## config.mk

```make
export PLATFORM = sky130hd
export DESIGN_NAME = ahb_uart_tx_flat
export DESIGN_NICKNAME = d
export VERILOG_FILES = /design/src/rtl/ahb_uart_tx_if.sv /design/src/rtl/ahb_uart_tx.sv /design/src/flat_wrapper.sv
export SDC_FILE = /design/constraint.sdc
export NUM_CORES = 1
export LEC_CHECK = 0
export CORE_MARGIN = 10
export CORE_UTILIZATION = 49
export DETAILED_ROUTE_END_ITERATION = 12
export GPL_TIMING_DRIVEN = 0
export PLACE_DENSITY_LB_ADDON = 0.08
export SLEW_MARGIN = 5
export SYNTH_ARGS = -nofsm -noshare
export SYNTH_HDL_FRONTEND = slang
export SYNTH_SLANG_ARGS = --single-unit
```

## constraint.sdc

```tcl
create_clock -name clk -period 3.3 [get_ports clk]
set_input_delay 0.33 -clock clk [delete_from_list [all_inputs] [get_ports clk]]
set_output_delay 0.33 -clock clk [all_outputs]
set_load 0.02 [all_outputs]
```

## src/rtl/ahb_uart_tx_if.sv

```systemverilog
// Bus-side connection between the ahb_lite decoder and the UART transmitter.
// The decoder drives select/write/address/data; the UART returns read data.
interface ahb_uart_tx_if;
    logic        HSEL;
    logic        HWRITE;
    logic [3:0]  HADDR;
    logic [31:0] HWDATA;
    logic [31:0] HRDATA;

    modport master (output HSEL, output HWRITE, output HADDR, output HWDATA, input HRDATA);
    modport slave  (input HSEL, input HWRITE, input HADDR, input HWDATA, output HRDATA);
endinterface

```

## src/rtl/ahb_uart_tx.sv

```systemverilog
// Memory-mapped 8N1 UART transmitter with a small TX FIFO, a slave of the ahb_lite decoder.
// Latency: a DATA write while idle with EN set drives the start bit on the 2nd clock after the write edge.
// Backpressure: none on the bus; a byte written to a full FIFO is dropped and flagged in STATUS.OVR.
module ahb_uart_tx #(
    parameter int          FIFO_DEPTH  = 4,
    parameter logic [15:0] DEFAULT_DIV = 16'd434
) (
    input  logic         clk,
    input  logic         reset,
    ahb_uart_tx_if.slave bus,
    output logic         tx,
    output logic         irq
);
    localparam int AW = $clog2(FIFO_DEPTH);
    localparam int CW = $clog2(FIFO_DEPTH + 1);

    typedef enum logic [1:0] {IDLE, START, DATA, STOP} state_t;

    logic [7:0]    mem [FIFO_DEPTH];
    logic [AW-1:0] wptr, rptr;
    logic [CW-1:0] count;
    logic [15:0]   bauddiv, bcnt;
    logic          en, ie, ovr;
    logic [7:0]    shreg;
    logic [2:0]    idx;
    state_t        state, state_nxt;
    logic          pop, push, push_req, wr, full, empty, tick;
    logic [1:0]    addr;
    logic [4:0]    count5;
    logic          unused_bits;

    assign wr       = bus.HSEL & bus.HWRITE;
    assign addr     = bus.HADDR[3:2];
    assign push_req = wr && (addr == 2'd0);
    assign full     = (count == CW'(FIFO_DEPTH));
    assign empty    = (count == '0);
    // A push at full still lands when the serializer pops in the same cycle.
    assign push     = push_req && (!full || pop);
    assign tick     = (bcnt == 16'd0);
    assign count5   = 5'(count);
    assign unused_bits = ^{bus.HADDR[1:0], bus.HWDATA[31:16]};

    always_ff @(posedge clk) begin
        if (push) mem[wptr] <= bus.HWDATA[7:0];
    end

    always_ff @(posedge clk or negedge reset) begin
        if (!reset) begin
            wptr  <= '0;
            rptr  <= '0;
            count <= '0;
        end else begin
            if (push) wptr <= wptr + 1'b1;
            if (pop)  rptr <= rptr + 1'b1;
            case ({push, pop})
                2'b10:   count <= count + 1'b1;
                2'b01:   count <= count - 1'b1;
                default: count <= count;
            endcase
        end
    end

    always_ff @(posedge clk or negedge reset) begin
        if (!reset) begin
            bauddiv <= DEFAULT_DIV;
            en      <= 1'b0;
            ie      <= 1'b0;
            ovr     <= 1'b0;
        end else begin
            if (push_req && !push)
                ovr <= 1'b1;
            else if (wr && addr == 2'd3 && bus.HWDATA[2])
                ovr <= 1'b0;
            // Divisors below 2 cannot time a bit, so they are clamped.
            if (wr && addr == 2'd2)
                bauddiv <= (bus.HWDATA[15:1] == 15'd0) ? 16'd2 : bus.HWDATA[15:0];
            if (wr && addr == 2'd3) begin
                en <= bus.HWDATA[0];
                ie <= bus.HWDATA[1];
            end
        end
    end

    always_ff @(posedge clk or negedge reset) begin
        if (!reset) state <= IDLE;
        else        state <= state_nxt;
    end

    always_comb begin
        state_nxt = state;
        pop       = 1'b0;
        case (state)
            IDLE: begin
                if (en && !empty) begin
                    pop       = 1'b1;
                    state_nxt = START;
                end
            end
            START: if (tick) state_nxt = DATA;
            DATA:  if (tick && idx == 3'd7) state_nxt = STOP;
            STOP: begin
                if (tick) begin
                    if (en && !empty) begin
                        pop       = 1'b1;
                        state_nxt = START;
                    end else begin
                        state_nxt = IDLE;
                    end
                end
            end
            default: state_nxt = IDLE;
        endcase
    end

    // bcnt reloads from the live BAUDDIV, so a new divisor applies at the next bit boundary.
    always_ff @(posedge clk or negedge reset) begin
        if (!reset) begin
            bcnt  <= '0;
            idx   <= '0;
            shreg <= '0;
        end else if (pop) begin
            shreg <= mem[rptr];
            bcnt  <= bauddiv - 16'd1;
            idx   <= '0;
        end else if (state != IDLE) begin
            if (tick) begin
                bcnt <= bauddiv - 16'd1;
                if (state == DATA) idx <= idx + 3'd1;
            end else begin
                bcnt <= bcnt - 16'd1;
            end
        end
    end

    always_ff @(posedge clk or negedge reset) begin
        if (!reset) begin
            tx  <= 1'b1;
            irq <= 1'b0;
        end else begin
            tx  <= (state == DATA) ? shreg[idx] : (state != START);
            irq <= ie && empty && (state == IDLE);
        end
    end

    always_comb begin
        bus.HRDATA = '0;
        case (addr)
            2'd1:    bus.HRDATA = {23'd0, count5, ovr, empty, full, state != IDLE};
            2'd2:    bus.HRDATA = {16'd0, bauddiv};
            2'd3:    bus.HRDATA = {30'd0, ie, en};
            default: bus.HRDATA = '0;
        endcase
    end
endmodule

```

## src/flat_wrapper.sv

```systemverilog
// flat-port wrapper written by rule: the top's interface ports become plain ports
module ahb_uart_tx_flat 
#(
    parameter int          FIFO_DEPTH  = 4,
    parameter logic [15:0] DEFAULT_DIV = 16'd434
)
  (clk, reset, tx, irq, bus_HSEL, bus_HWRITE, bus_HADDR, bus_HWDATA, bus_HRDATA);
  ahb_uart_tx_if bus_i ();
  input  logic clk;
  input  logic reset;
  output logic tx;
  output logic irq;
  input wire logic [$bits(bus_i.HSEL)-1:0] bus_HSEL;
  input wire logic [$bits(bus_i.HWRITE)-1:0] bus_HWRITE;
  input wire logic [$bits(bus_i.HADDR)-1:0] bus_HADDR;
  input wire logic [$bits(bus_i.HWDATA)-1:0] bus_HWDATA;
  output wire logic [$bits(bus_i.HRDATA)-1:0] bus_HRDATA;
  assign bus_i.HSEL = bus_HSEL;
  assign bus_i.HWRITE = bus_HWRITE;
  assign bus_i.HADDR = bus_HADDR;
  assign bus_i.HWDATA = bus_HWDATA;
  assign bus_HRDATA = bus_i.HRDATA;
  ahb_uart_tx #(.FIFO_DEPTH(FIFO_DEPTH), .DEFAULT_DIV(DEFAULT_DIV)) u_core (.clk(clk), .reset(reset), .bus(bus_i), .tx(tx), .irq(irq));
endmodule
```

==> results_dict.tcl <==
set metrics [dict create \
    antenna_found_initial 0 \
    mostFrequentLayoutCell "dfrtp_1" \
    vias_per_cell 5.51 \
    min_path_type "primary input to async pin" \
    tightest_slew_ns 0.855 \
    vias 3359 \
    wl_um 10700 \
    clkSinkCount 89 \
    synth-main-ff-cell "dfrtp_1" \
    synthToLayoutAreaGrowth_pct 18.5 \
    clock_latency_ns 0.37 \
    synth_cells 409 \
    yosysSeqAreaShare 0.506 \
    place_hpwl_um 7840 \
    grt_max_degree 58 \
    r2r_cells 11 \
    final_util 0.601 \
    start_util 0.507 \
    synth-seq-cells 89 \
    rr_startpoint "u_core.bcnt[0]$_DFFE_PN0P_" \
    grt-ovfl-total 0 \
    boundaryPins 74 \
    root_buffer "clkbuf_8" \
    grt_pass1_vias 3385 \
    drive_gt1_frac 0.183 \
    crit_path_max_fanout 10 \
    min_period_ns 3.12 \
    synth_cell_types 60 \
    num_rows 35 \
    dp_cells 592 \
    final.setup.tns_ns 0 \
    synth_async_sr_flop_share 0.640 \
    dieHeight_um 118 \
    power_leakage_uw 0.00231 \
    gp_congestion 0.864 \
    dr.pass1.iters 6 \
    finalPower_uw 4100 \
    final_cell_mix "dfrtp_1 (51), nand2_1 (42), clkdlybuf4s50_1 (38)" \
    cts_buffer_depth 2 \
    critical_path_class "flip-flop to flip-flop" \
    r2r_end "u_core.count[2]$_DFFE_PN0P_" \
    skew_ns 0.0177 \
    maxSlewHeadroom 0.425 \
    peakVddDrop_uv 375 \
    final_cells 610 \
    status "completed" \
    routedWlPerCell_um 17.6 \
    layout.nets 530 \
    syn-cell-area_sq_um 4730 \
    die_w_um 118 \
    syn_avg_cell_area_sq_um 11.6 \
    setup_viol 0 \
    ctsHtreeMaxLevel 3 \
    end_kind "flip-flop" \
    drtAntennaViolNets 0 \
    cts_tree "yes" \
    dp_slack_ns -0.207 \
    ys_warn_count 0 \
    arrival_ns 3.41 \
    final_hold_viol_count 0 \
    drtIter0Drc 143 \
    cts_buffers 9 \
    r2r_slack_ns 0.18 \
    startpoint_type "flip-flop" \
    maxSlewViolCount 0 \
    track_usage 0.156 \
    path_clk_slew_ns 0.10 \
    dieArea_sq_um 14000 \
    drc 0 \
    maxCapViolCount 0 \
    power_density_nw_per_um2 731 \
    cts_hold_buf 0 \
    core_area_sq_um 9330 \
    synth-edff-count 32 \
    worstPathRequired_ns 3.59 \
    numPortBuffers 39 \
    grt_pass1_wl_um 17800 \
    antenna_cells 0 \
    setup_slack_ns 0.182 \
    fin_crit_sh 0.945 \
    clock.fmax_mhz 321 \
]
-- cells by family (layout without fill, tap and decap cells) --
family                   count (synthesis)  count (layout)  synth area share
AO/OA/AOI/OAI                           63              63            0.0942
XOR/XNOR                                18              18            0.0333
adder cells (fa/ha/maj)                 14              14            0.0386
buffers and inverters                   47             104            0.0550
flip-flops                              89              89             0.506
multiplexers                            41              41             0.118
other                                    1              16          0.000793
AND/OR/NAND/NOR                        136             136             0.154
-- sequential cells by signal, indices dropped and copies added (netlist names), 2 cells and up --
register	cells
u_core.wptr	2
u_core.bauddiv	16
u_core.mem	32
u_core.rptr	2
u_core.bcnt	16
u_core.state	2
u_core.idx	3
u_core.count	3
u_core.shreg	8
-- what timing repair did --
item                                    4_1_cts  5_1_grt
pin swaps                                     0        2
setup buffers                                 1        1
endpoints found under the hold margin         0        0
endpoints found under the setup margin        1        1
resized for setup                             4        5
-- where the power goes --
part	switching [uW]	internal (uW)	leakage, uW	total [uW]
clock network	449	372	0.000107	822
registers	250	1430	0.000982	1680
logic	877	722	0.00122	1600
-- how the worst max path moves through the flow --
| stage | from | slack, ns | to |
|---|---|---|---|
| 2_1_floorplan | u_core.state[0]$_DFFE_PN0P_ | 0.21 | u_core.count[2]$_DFFE_PN0P_ |
| 3_3_place_gp | u_core.state[0]$_DFFE_PN0P_ | -0.19 | u_core.count[2]$_DFFE_PN0P_ |
| 3_5_place_dp | u_core.state[0]$_DFFE_PN0P_ | -0.21 | u_core.count[2]$_DFFE_PN0P_ |
| 4_1_cts | u_core.state[1]$_DFFE_PN0P_ | 0.02 | u_core.count[2]$_DFFE_PN0P_ |
| 5_1_grt | u_core.bcnt[0]$_DFFE_PN0P_ | -0.03 | u_core.count[2]$_DFFE_PN0P_ |
| 6_report | u_core.bcnt[0]$_DFFE_PN0P_ | 0.18 | u_core.count[2]$_DFFE_PN0P_ |
-- layer usage --
metal  up-vias  track usage  share of wire
li1       1602            -              -
met1      1625        0.206           0.45
met2       117        0.244           0.46
met3        15       0.0443          0.075
met4         0       0.0464          0.012
met5         -            0              0
-- layout make-up --
type,instances,area [sq um]
clock buffers,9,124
multi-input cells,288,2160
inverters,16,60.1
flip-flops and latches,89,2390
fillers,796,3720
plain buffers,31,205
well taps,129,161
repair buffers,41,403
clock inverters,7,93.8
-- worst max-delay path, cell delays in order, from the launching register on --
cell	delay, ns
dfrtp_1	0.41
inv_1	0.12
ha_2	0.22
or4b_4	0.52
nor4_4	0.26
o21a_1	0.14
clkbuf_4	0.19
buf_4	0.19
nand2_1	0.09
fa_2	0.38
o41ai_2	0.35
xor2_1	0.19
-- stage by stage --
| step | area (sq um) | hold slack, ns |
|---|---|---|
| after floorplan | 4790 | 0.0344 |
| after global placement | 5340 | 0.454 |
| after detailed placement | 5340 | 0.450 |
| after CTS | 5590 | 0.0407 |
| after global routing | 5610 | 0.0567 |
| final | 5610 | 0.00274 |
-- cell usage after synthesis, types with 6 or more instances --
cell,instances,area (sq um)
a22o_1,7,61.3
and2_1,13,81.3
buf_4,17,128
clkbuf_1,6,22.5
dfrtp_1,51,1280
dfstp_2,6,158
edfxtp_1,32,961
ha_1,13,163
inv_1,16,60.1
mux2_2,16,180
mux2i_1,13,130
mux4_2,10,225
nand2_1,42,158
nand3_1,6,30.0
nor2_1,19,71.3
nor3_1,12,60.1
nor4_1,10,62.6
o21ai_0,20,100
o21ai_1,7,35.0
xnor2_1,14,123
Power figures use the tool's default switching activity.
